[src/rtl/tlb_sv39.sv]
// Fully-associative Sv39 TLB sitting in front of the page-table walker.
// Hits and bare-mode requests answer the cycle after acceptance. Misses issue one
// walk and answer the cycle after the walker's result. Walker leaves (4K/2M/1G)
// are installed unless a flush arrived while the walk was outstanding.
module tlb_sv39 #(
   parameter int unsigned ENTRIES = 8,
   parameter int unsigned IDX_W   = $clog2(ENTRIES)
) (
   input  logic        clk,
   input  logic        rst,
   input  logic [63:0] satp,
   input  logic        flush_all,
   input  logic        req_valid,
   input  logic [63:0] req_vaddr,
   output logic        req_ready,
   output logic        resp_valid,
   output logic [63:0] resp_paddr,
   output logic        resp_fault,
   output logic        ptw_req_valid,
   output logic [63:0] ptw_vaddr,
   input  logic        ptw_resp_valid,
   input  logic [43:0] ptw_resp_ppn,
   input  logic [1:0]  ptw_resp_level,
   input  logic        ptw_resp_fault
);

   localparam logic [IDX_W-1:0] LAST_IDX = IDX_W'(ENTRIES - 1);

   typedef enum logic [1:0] {StIdle, StWalk, StResp} state_t;

   state_t            state;
   logic              drop;
   logic [63:0]       last_satp;
   logic [IDX_W-1:0]  repl_ptr;

   logic [ENTRIES-1:0] ent_valid;
   logic [26:0]        ent_vpn   [ENTRIES];
   logic [43:0]        ent_ppn   [ENTRIES];
   logic [1:0]         ent_level [ENTRIES];

   logic              translate_on;
   logic              invalidate;
   logic              hit;
   logic [IDX_W-1:0]  hit_idx;
   logic              has_free;
   logic [IDX_W-1:0]  free_idx;
   logic [IDX_W-1:0]  victim;
   logic              walk_bad;
   logic              install;

   // Superpage entries ignore the low VPN fields covered by the page offset.
   function automatic logic vpn_match(input logic [26:0] e_vpn, input logic [1:0] lvl,
                                      input logic [26:0] vpn);
      case (lvl)
         2'd1:    return e_vpn[26:9] == vpn[26:9];
         2'd2:    return e_vpn[26:18] == vpn[26:18];
         default: return e_vpn == vpn;
      endcase
   endfunction

   // Physical address: leaf PPN above the page offset, vaddr bits inside it.
   function automatic logic [55:0] compose(input logic [43:0] ppn, input logic [1:0] lvl,
                                           input logic [63:0] va);
      case (lvl)
         2'd1:    return {ppn[43:9], va[20:0]};
         2'd2:    return {ppn[43:18], va[29:0]};
         default: return {ppn, va[11:0]};
      endcase
   endfunction

   assign req_ready    = (state == StIdle);
   assign translate_on = (satp[63:60] == 4'h8);
   assign invalidate   = flush_all || (satp != last_satp);
   assign walk_bad     = ptw_resp_fault || (ptw_resp_level == 2'd3);
   // A flush coinciding with the walker result also suppresses the install.
   assign install      = (state == StWalk) && ptw_resp_valid && !walk_bad && !drop &&
                         !invalidate;
   assign victim       = has_free ? free_idx : repl_ptr;

   // Associative lookup; scanning downwards lets the lowest matching index win.
   always_comb begin
      hit     = 1'b0;
      hit_idx = '0;
      for (int i = int'(ENTRIES) - 1; i >= 0; i--) begin
         if (ent_valid[i] && vpn_match(ent_vpn[i], ent_level[i], req_vaddr[38:12])) begin
            hit     = 1'b1;
            hit_idx = IDX_W'(i);
         end
      end
   end

   // Lowest-index free slot, preferred over the round-robin pointer.
   always_comb begin
      has_free = 1'b0;
      free_idx = '0;
      for (int i = int'(ENTRIES) - 1; i >= 0; i--) begin
         if (!ent_valid[i]) begin
            has_free = 1'b1;
            free_idx = IDX_W'(i);
         end
      end
   end

   // Entry array, replacement pointer and satp history.
   always_ff @(posedge clk or negedge rst) begin
      if (!rst) begin
         ent_valid <= '0;
         repl_ptr  <= '0;
         last_satp <= '0;
         for (int i = 0; i < int'(ENTRIES); i++) begin
            ent_vpn[i]   <= '0;
            ent_ppn[i]   <= '0;
            ent_level[i] <= '0;
         end
      end else begin
         last_satp <= satp;
         if (invalidate) begin
            ent_valid <= '0;
         end else if (install) begin
            ent_valid[victim] <= 1'b1;
            ent_vpn[victim]   <= ptw_vaddr[38:12];
            ent_ppn[victim]   <= ptw_resp_ppn;
            ent_level[victim] <= ptw_resp_level;
            if (!has_free) begin
               repl_ptr <= (repl_ptr == LAST_IDX) ? '0 : repl_ptr + IDX_W'(1);
            end
         end
      end
   end

   // Request FSM with registered response and walker-request outputs.
   always_ff @(posedge clk or negedge rst) begin
      if (!rst) begin
         state         <= StIdle;
         drop          <= 1'b0;
         resp_valid    <= 1'b0;
         resp_fault    <= 1'b0;
         resp_paddr    <= '0;
         ptw_req_valid <= 1'b0;
         ptw_vaddr     <= '0;
      end else begin
         case (state)
            StIdle: begin
               if (req_valid) begin
                  ptw_vaddr <= req_vaddr;
                  if (!translate_on) begin
                     resp_paddr <= req_vaddr;
                     resp_valid <= 1'b1;
                     state      <= StResp;
                  end else if (hit && !invalidate) begin
                     resp_paddr <= {8'b0, compose(ent_ppn[hit_idx], ent_level[hit_idx],
                                                  req_vaddr)};
                     resp_valid <= 1'b1;
                     state      <= StResp;
                  end else begin
                     ptw_req_valid <= 1'b1;
                     state         <= StWalk;
                  end
               end
            end
            StWalk: begin
               if (ptw_resp_valid) begin
                  ptw_req_valid <= 1'b0;
                  resp_valid    <= 1'b1;
                  drop          <= 1'b0;
                  state         <= StResp;
                  if (walk_bad) begin
                     resp_fault <= 1'b1;
                     resp_paddr <= '0;
                  end else begin
                     resp_paddr <= {8'b0, compose(ptw_resp_ppn, ptw_resp_level, ptw_vaddr)};
                  end
               end else if (invalidate) begin
                  // Result still goes to the requester, but must not be cached.
                  drop <= 1'b1;
               end
            end
            StResp: begin
               resp_valid <= 1'b0;
               resp_fault <= 1'b0;
               state      <= StIdle;
            end
            default: state <= StIdle;
         endcase
      end
   end

endmodule

[config.mk]
export PLATFORM = sky130hd
export DESIGN_NAME = tlb_sv39
export DESIGN_NICKNAME = d
export VERILOG_FILES = /design/src/rtl/tlb_sv39.sv
export SDC_FILE = /design/constraint.sdc
export NUM_CORES = 1
export LEC_CHECK = 0
export CORE_UTILIZATION = 53
export CTS_CLUSTER_DIAMETER = 200
export DETAILED_ROUTE_END_ITERATION = 10
export MAX_ROUTING_LAYER = met4
export PLACE_DENSITY = 0.77
export SLEW_MARGIN = 20
export SYNTH_ARGS = -nofsm -noshare
export SYNTH_HDL_FRONTEND = slang
export SYNTH_SLANG_ARGS = --single-unit
[constraint.sdc]
create_clock -name clk -period 3.79 [get_ports clk]
set_clock_uncertainty 0.15 [all_clocks]
set_input_delay 0.379 -clock clk [delete_from_list [all_inputs] [get_ports clk]]
set_output_delay 0.379 -clock clk [all_outputs]
set_load 0.01 [all_outputs]
### Yosys cells after proc, flatten, opt, wreduce, memory -nomap -nowiden

Cells that the tools add are included.

* output and inout port bits: 132
* input port bits: 180
* logic and storage cells: 225
* register bits after elaboration: 793

* bitwise logic cells: 5
* magnitude comparators: 5
* multiplexer cells: 89
* reductions and logical operators: 35
* $add $sub $neg: 1
* equality and inequality tests: 56

Operators by type and width (count)
* $bwmux 352: 1
* $mux 64: 4
* $bwmux 216: 1
* $eq 27x27->1: 8
* $eq 18x18->1: 8
* $bmux 44 s3: 1
* $demux 44 s3: 1
* $mux 44: 3
* $pmux 64 s2: 1
* $pmux 30 s2: 2
* $demux 27 s3: 1
* $eq 9x9->1: 8
* $ne 64x64->1: 1
* $mux 56: 1
* $mux 3: 18
* $mux 1: 29
* $mux 27: 1
* $eq 2x2->1 const B: 12
* $eq 2x1->1 const B: 11
* $pmux 1 s2: 10
* $bwmux 16: 1
* $mux 8: 2
* $logic_and 1x1->1: 15
* $mux 2: 7
* 27 further kinds: 44

### Depth between registers and ports, before layout

Gate-level depths: netlist of run 1.

* depth after elaboration: 21
* depth in mapped cells: 23
* mapped depth without buffers: 20

### Worst setup path before layout of run 1

No wires, ideal clock.

* kind: register to register
* start point: register ent_level[10] (netlist bit)
* end point: register resp_paddr[12]
* path buffers: 2
* slack: -0.306 ns
* setup time: 0.082 ns
* arrival: 3.864 ns
* data required time: 3.558 ns
* stages on the path, launching flop included: 19
* clock period less this slack: 4.096 ns
* path through: dfrtp_1 inv_1 ha_1 o311ai_1 nor3_1 a32oi_2 nand2_1 nor2_1 o21a_1 buf_4 buf_2 mux2i_1 a21oi_1 mux2_2 ha_1 o21bai_1 a21oi_1 a21oi_1 a31oi_1

* longest elaborated chain between the ends: 16
* elaborated cells between the ends (all ways): 27
* those cells by class: eq/ne: 5; mux: 18; bitwise: 1; reduce/logical: 3

Ends and longest elaborated chain
* start: declaration: line 39 `logic [1:0] ent_level [ENTRIES];`
* start signal: indexed assignment: line 123 `ent_level[victim] <= ptw_resp_level;`
* $eq 2x2->1 / $eq 2x1->1 (equally long branches): line 54 `case (lvl)`
* $pmux 1 s2: line 54
* $logic_and 1x1->1: line 85 `if (ent_valid[i] && vpn_match(ent_vpn[i], ent_level[i], req_vaddr[38:12])) begin`
* $mux 3 (3 in series): line 85
* $not 3->4 (not written as such): line 151 `resp_paddr <= {8'b0, compose(ent_ppn[hit_idx], ent_level[hit_idx],`
* $bmux 2 s3: line 151
* $mux 2 (not written as such) (2 in series): line 151
* $eq 2x2->1 / $eq 2x1->1 (equally long branches): line 64 `case (lvl)`
* $pmux 30 s2: line 64
* $mux 64: line 150 `end else if (hit && !invalidate) begin`
* $mux 64: line 146 `if (!translate_on) begin`
* $mux 64: line 144 `if (req_valid) begin`
* $pmux 64 s2: line 142 `case (state)`
* end signal: assignment: line 147 `resp_paddr <= req_vaddr;`
* end signal: assignment: line 151
* end signal: assignment: line 171 `resp_paddr <= {8'b0, compose(ptw_resp_ppn, ptw_resp_level, ptw_vaddr)};`
* end: declaration: line 17 `output logic [63:0] resp_paddr,`

Several ways; a longest one is shown, not always the timed one. The select of a mux whose other input is x is not followed.
A chain may end at the register's enable or synchronous reset.

### Final worst setup path of run 1

* start point: register ent_level[6] (netlist bit)
* end point: register resp_paddr[16]

* longest elaborated chain between the ends: 18
* elaborated cells between the ends (all ways): 31
* those cells by class: eq/ne: 5; mux: 22; bitwise: 1; reduce/logical: 3

Ends and longest elaborated chain (line)
* $eq 2x2->1 / $eq 2x1->1 (equally long branches): 54
* $pmux 1 s2: 54
* $logic_and 1x1->1: 85
* $mux 3 (5 in series): 85
* $not 3->4 (not written as such): 151
* $bmux 2 s3: 151
* $mux 2 (not written as such) (2 in series): 151
* $eq 2x2->1 / $eq 2x1->1 (equally long branches): 64
* $pmux 30 s2: 64
* $mux 64: 150
* $mux 64: 146
* $mux 64: 144
* $pmux 64 s2: 142

Several ways; a longest one is shown, not always the timed one. The select of a mux whose other input is x is not followed.

==> flow_metrics.env, run 1 <==
export IMPL_outcome="finished with violations"
export IMPL_violations="negative setup slack"
export IMPL_min_path_cells=3
export IMPL_core_rowCount=96
export IMPL_nets=3632
export IMPL_io_buffers=311
export IMPL_grtUsageMet1=0.3855
export IMPL_gr_usage_met3=0.04954
export IMPL_worst_r2r_cell_count=17
export IMPL_area_growth_pct=27.94
export IMPL_cts_max_level=3
export IMPL_grtUsageMet2=0.4922
export IMPL_synth_largest_area_cell="dfrtp_1"
export IMPL_cp_top_family="compound AO/OA/AOI/OAI gates"
export IMPL_tightest_slew_ns=0.8373
export IMPL_setup_slack_ns=-0.1589
export IMPL_whs_ns=0.006053
export IMPL_initialDrtViolationCount=2352
export IMPL_r2r_setup_slack_ns=-0.16
export IMPL_slew_headroom=0.4418
export IMPL_fill_cells=4657
export IMPL_firstDrtPassIters=8
export IMPL_totalWireLength_mm=108.4
export IMPL_dp_hpwl_mm=71.22
export IMPL_clk_pin_slew_worst_paths_ns=0.06
export IMPL_cp_data_required_time_ns=4.18
export IMPL_synth_flop_cell="dfrtp_1"
export IMPL_wire_per_inst_um=24.47
export IMPL_syn_area_um2=37080
export IMPL_route_vias_total=26370
export IMPL_top_level_ports=312
export IMPL_grt_overflow_total=0
export IMPL_cp_slowest_cell="dfrtp_1"
export IMPL_drive_gt1_frac=0.3535
export IMPL_period_share=1.042
export IMPL_fp_dieW_um=266.5
export IMPL_cts_tree="built"
export IMPL_maxSlewViolCount=0
export IMPL_grt_busiest_layer="met2"
export IMPL_holdCritPathClass="in -> reg"
export IMPL_synth_distinct_cells=74
export IMPL_post_route_util=0.6881
export IMPL_yosys_warnings=0
export IMPL_ys_top_cells_by_count="dfrtp_1 (793), mux2_2 (665), xnor2_1 (143)"
export IMPL_clockBufferDepth=3
export IMPL_netlist_instances=2918
export IMPL_final_setup_tns_ns=-2.103
export IMPL_crit_fanout=9
export IMPL_reg2reg_to="resp_paddr[16]"
export IMPL_grt_start_max_net_pins=106
export IMPL_synth_most_common_cell="dfrtp_1"
export IMPL_cts_buffers=84
export IMPL_die_y_um=266.5
export IMPL_grt_setup_unrepaired="true"
export IMPL_routed_via_density=5.953
export IMPL_synth_async_reset_ratio=1.000
export IMPL_finalInstanceArea_um2=47440
export IMPL_path_cells="inv_1 -> ha_1 -> o311ai_4 -> nor3_1 -> a32oi_2 -> buf_4 -> a41oi_4 -> buf_6 -> a211oi_2 -> a21oi_1 -> mux2_4 -> ha_4 -> and3_1 -> buf_6 -> and3_1 -> nand2_1 -> a31oi_1"
export IMPL_path_class="reg -> reg"
export IMPL_cts_sinks=793
export IMPL_antenna_found_initial=3
export IMPL_finalSetupViolCount=20
export IMPL_startpoint_type="register"
export IMPL_crit_arrival_ns=4.34
export IMPL_hp_start="req_vaddr[14]"
export IMPL_hold_violations=0
export IMPL_ant_nets=0
export IMPL_gp_congestion=0.9833
export IMPL_ys_ff_latch=793
export IMPL_syn_num_nets=3121
export IMPL_clk_latency_ns=0.64
export IMPL_synth_edf_count=0
export IMPL_rr_startpoint="ent_level[6]"
export IMPL_ys_seq_area_frac=0.5352
export IMPL_drc=0
export IMPL_cp_num_buf_inv=4
export IMPL_initial_core_util=0.5378
export IMPL_powerDensity_nw_per_um2=411.5
export IMPL_design_core_area_um2=68950
export IMPL_fmaxAchievable_ghz=0.2532
export IMPL_holdPathEnd="ptw_vaddr[14]"
export IMPL_ir_worst_vdd_mv=0.3090
export IMPL_yosysTopAreaCellShare=0.5352
export IMPL_cp_end_kind="register"
export IMPL_grt_pass1_vias=28010
export IMPL_fin_crit_ns=3.949
export IMPL_yosys_top_cells_area="dfrtp_1 (54%), mux2_2 (20%), xnor2_1 (3.4%)"
export IMPL_dieArea_um2=71020
export IMPL_avgSynthCellArea_um2=12.71
export IMPL_grtUsageTotal=0.3061
export IMPL_slowest_delay_ns=0.41
export IMPL_root_buffer="clkbuf_16"
export IMPL_grt_pass1_wl_mm=162.9
export IMPL_drv_cap=0
export IMPL_place_area_um2=43230
export IMPL_leakage_nw=22.09
==> layout make-up <==
type	count	area (um2)	share of cell area
Sequential cell	793	19850	0.4183
Multi-Input combinational cell	1885	16900	0.3562
Timing Repair Buffer	614	6601	0.1392
Clock buffer	128	2449	0.05162
Tap cell	931	1165	0.02456
Clock inverter	25	281.5	0.005934
Inverter	51	191.4	0.004035
Antenna cell	3	7.507	0.0001582
==> layer usage <==
layer  wire length [um]  vias to the layer above
met1              43430                    13520
met4               4951                        0
met2              52210                     1101
met3               7796                      282
li1                   -                    11470
met5                  0                        -
==> power breakdown <==
group          internal, mW  total [mW]  switching (mW)
sequential             8.78        9.22           0.440
clock                  4.69        8.12            3.43
combinational          1.11        2.18            1.07
total                  14.6        19.5            4.94
==> worst min-delay path, cell delays in order <==
cell            delay [ns]
dlymetal6s2s_1        0.10
buf_6                 0.13
mux2_2                0.14
==> sequential cells by signal, indices dropped and copies added (netlist names) <==
signal,count
resp_valid,1
ent_ppn,352
resp_paddr,64
resp_fault,1
ent_vpn,216
ptw_vaddr,64
ptw_req_valid,1
ent_level,16
last_satp,64
ent_valid,8
drop,1
repl_ptr,3
state,2
==> layout by cell type, fill, tap and decap left out, types with 10 or more instances in the layout <==
cell type and instances:
mux2i_1 111, nand4_1 31, nor4_2 10, a221o_1 10, clkbuf_8 16, xnor2_1 136, a22oi_1 67, clkbuf_16 95
mux2_2 664, a21oi_1 56, clkdlybuf4s50_1 305, o21ai_1 109, and3_1 12, nor3_1 24, nand2_1 126, inv_1 43
ha_1 15, o21ai_0 39, nor4_1 16, o21ai_2 10, buf_6 19, a31oi_1 13, buf_12 65, nor2_1 81
xor2_1 120, nand3_1 21, clkinv_2 15, buf_4 199, mux2_1 10, a21oi_2 12, clkbuf_1 27, dfrtp_1 792
==> through the flow <==
step	cells	setup WS (ns)	total power [mW]
after floorplan	2918	-0.05073	9.961
after global placement	4218	-0.8777	11.41
after detailed placement	4218	-0.9637	11.48
after CTS	4397	-0.08828	19.61
after global routing	4430	-0.2859	20.13
final	4430	-0.1589	19.52
==> cells by family after synthesis <==
kind of cell	after synthesis	share of synthesized area
buffers and inverters	243	0.03243
AOI/OAI and AO/OA	408	0.07360
and+or+nand+nor	399	0.05308
muxes	788	0.2356
DFF	793	0.5352
adders and majority gates	23	0.007761
xor gates and xnor gates	264	0.06236
==> how the worst max path moves through the flow <==
stage / startpoint / endpoint / cells after the start
3_3_place_gp: req_vaddr[15] / resp_paddr[29] / 17
2_1_floorplan: req_vaddr[35] / resp_paddr[29] / 21
4_1_cts: ent_level[10] / resp_paddr[15] / 18
3_5_place_dp: req_vaddr[15] / resp_paddr[27] / 17
6_report: ent_level[6] / resp_paddr[16] / 17
5_1_grt: ent_level[1] / resp_paddr[18] / 18
==> what timing repair did <==
item | CTS | global route
buffers inserted | 24 | 15
pin swaps | 29 | 61
gates cloned | 2 | 14
endpoints found under the hold margin | 71 | 1
resized for setup | 57 | 101
hold buffers | 1 | 1
endpoints found under the setup margin | 481 | 247
Note: power is estimated with default switching activity, not from simulation.
==> run 2: changes to the inputs <==
--- a/config.mk
+++ b/config.mk
@@ -5,6 +5,7 @@
 export SDC_FILE = /design/constraint.sdc
 export NUM_CORES = 1
 export LEC_CHECK = 0
+export CORE_MARGIN = 2
 export CORE_UTILIZATION = 53
 export CTS_CLUSTER_DIAMETER = 200
 export DETAILED_ROUTE_END_ITERATION = 10
==> flow_metrics.env, run 2 (synthesis results as in run 1) <==
export IMPL_power_total_mw=19.91
export IMPL_drive_gt1_frac=0.3458
export IMPL_cts_buffers=85
export IMPL_wire_per_inst_um=24.66
export IMPL_path_common_cell="buf_4"
export IMPL_fin_crit_ns=3.986
export IMPL_nets=3630
export IMPL_violations="negative setup slack"
export IMPL_largest_register="ent_ppn"
export IMPL_reg_largest_list="ent_ppn (352), ent_vpn (216)"
export IMPL_ant_nets=0
export IMPL_grt_pass1_vias=28630
export IMPL_drc=0
export IMPL_slowest_delay_ns=0.51
export IMPL_hold_violations=0
export IMPL_post_route_util=0.6807
export IMPL_io_buffers=311
export IMPL_path_cells="clkdlybuf4s50_1 -> buf_4 -> xnor2_1 -> o311ai_4 -> nor4_2 -> a32oi_2 -> buf_4 -> buf_4 -> and2_1 -> a21oi_2 -> mux2i_4 -> ha_4 -> buf_4 -> or2_4 -> o21ai_2 -> a21oi_1 -> a21oi_1 -> o21ai_1"
export IMPL_layout_common_cells="dfrtp_1 (793), mux2_2 (664), clkdlybuf4s50_1 (310)"
export IMPL_outcome="finished with violations"
export IMPL_dieArea_um2=72090
export IMPL_tightest_slew_ns=0.8617
export IMPL_holdCritPathClass="in -> reg"
export IMPL_startpoint_type="input pin"
export IMPL_grt_overflow_total=0
export IMPL_powerDensity_nw_per_um2=424.3
export IMPL_cp_slowest_cell="clkdlybuf4s50_1"
export IMPL_crit_arrival_ns=4.36
export IMPL_grt_pass1_wl_mm=167.1
export IMPL_cts_max_level=3
export IMPL_cts_tree="built"
export IMPL_clk_latency_ns=0.65
export IMPL_design_core_area_um2=68950
export IMPL_top_level_ports=312
export IMPL_setup_slack_ns=-0.1960
export IMPL_path_class="in -> reg"
export IMPL_fmaxAchievable_ghz=0.2509
export IMPL_root_buffer="clkbuf_16"
export IMPL_leakage_nw=21.97
export IMPL_area_growth_pct=26.58
export IMPL_largest_register_ff_count=352
export IMPL_finalSetupViolCount=18
export IMPL_whs_ns=0.04878
export IMPL_initialDrtViolationCount=2139
export IMPL_crit_fanout=6
export IMPL_maxSlewViolCount=0
export IMPL_layout_commonest_cell="dfrtp_1"
export IMPL_antenna_found_initial=3
export IMPL_cp_data_required_time_ns=4.17
export IMPL_slew_headroom=0.4255
export IMPL_gp_congestion=0.9536
export IMPL_cp_end_kind="register"
export IMPL_firstDrtPassIters=6
export IMPL_grt_start_max_net_pins=78
export IMPL_cts_sinks=793
export IMPL_totalWireLength_mm=109.1
export IMPL_fp_dieW_um=268.5
export IMPL_period_share=1.052
export IMPL_clk_pin_slew_worst_paths_ns=0.06
export IMPL_dp_hpwl_mm=72.57
export IMPL_grt_setup_unrepaired="true"
export IMPL_cp_top_family="buffers and inverters"
export IMPL_clockBufferDepth=3
export IMPL_drv_cap=0
export IMPL_fill_cells=4736
export IMPL_routed_via_density=5.948
export IMPL_die_y_um=268.5
export IMPL_ir_worst_vdd_mv=0.3363
export IMPL_route_vias_total=26320
export IMPL_grtUsageTotal=0.3114
export IMPL_cp_num_buf_inv=5
export IMPL_initial_core_util=0.5378
export IMPL_core_rowCount=96
## run 2: cell type report
cell class / count / area [um2] / area share
inverter: 51 / 191.4 / 0.004079
tap: 931 / 1165 / 0.02482
sequential: 793 / 19840 / 0.4228
timing repair buffer: 612 / 6324 / 0.1347
multi-input combinational: 1884 / 16560 / 0.3529
clock inverter: 25 / 341.6 / 0.007278
clock buffer: 128 / 2501 / 0.05329
antenna: 2 / 5.005 / 0.0001066
## run 2: layer usage
metal / vias to the layer above / wire length [um] / share of wire / track usage
li1: 11430 / - / - / -
met1: 13630 / 44490 / 0.41 / 0.3909
met2: 1022 / 52560 / 0.48 / 0.4967
met3: 241 / 7727 / 0.071 / 0.05881
met4: 0 / 4366 / 0.040 / 0.1326
met5: - / 0 / 0 / -
## run 2: worst paths after layout
kind | cells after the start | endpoint | start | slack [ns]
worst max-delay path | 18 | resp_paddr[25] | req_vaddr[37] | -0.20
worst min-delay path | 1 | last_satp[27] | satp[27] | 0.05
worst max register to register | 19 | resp_paddr[25] | ent_vpn[194] | -0.19
worst min register to register | 1 | ent_ppn[283] | ent_ppn[283] | 0.35
max in group asynchronous | 3 | ent_ppn[109] | rst | 2.28
min in group asynchronous | 2 | ent_vpn[202] | rst | 0.25
## run 2: stage by stage
stage | TNS, ns | area, um2 | cells | setup slack, ns
6_report | -2.691 | 46930 | 4426 | -0.1960
5_1_grt | -4.846 | 46930 | 4426 | -0.3241
4_1_cts | -1.152 | 46700 | 4413 | -0.1127
3_5_place_dp | -228.97 | 43330 | 4238 | -0.9420
3_3_place_gp | -228.65 | 43330 | 4238 | -0.8828
2_1_floorplan | -0.5835 | 37180 | 2918 | -0.05073
## run 2: report_power, final
part | internal, mW | total (mW) | switching [mW]
Clock | 5.04 | 8.51 | 3.47
Sequential | 8.78 | 9.22 | 0.443
Combinational | 1.11 | 2.19 | 1.08
## run 2: what timing repair did
| item | CTS | global route |
|---|---|---|
| gates resized for setup | 59 | 36 |
| setup buffers | 16 | 10 |
| pin swaps | 20 | 27 |
| hold buffers | 1 | 0 |
| cloned | 5 | 1 |
| endpoints found under the hold margin | 59 | 0 |
| setup endpoints to repair | 94 | 224 |
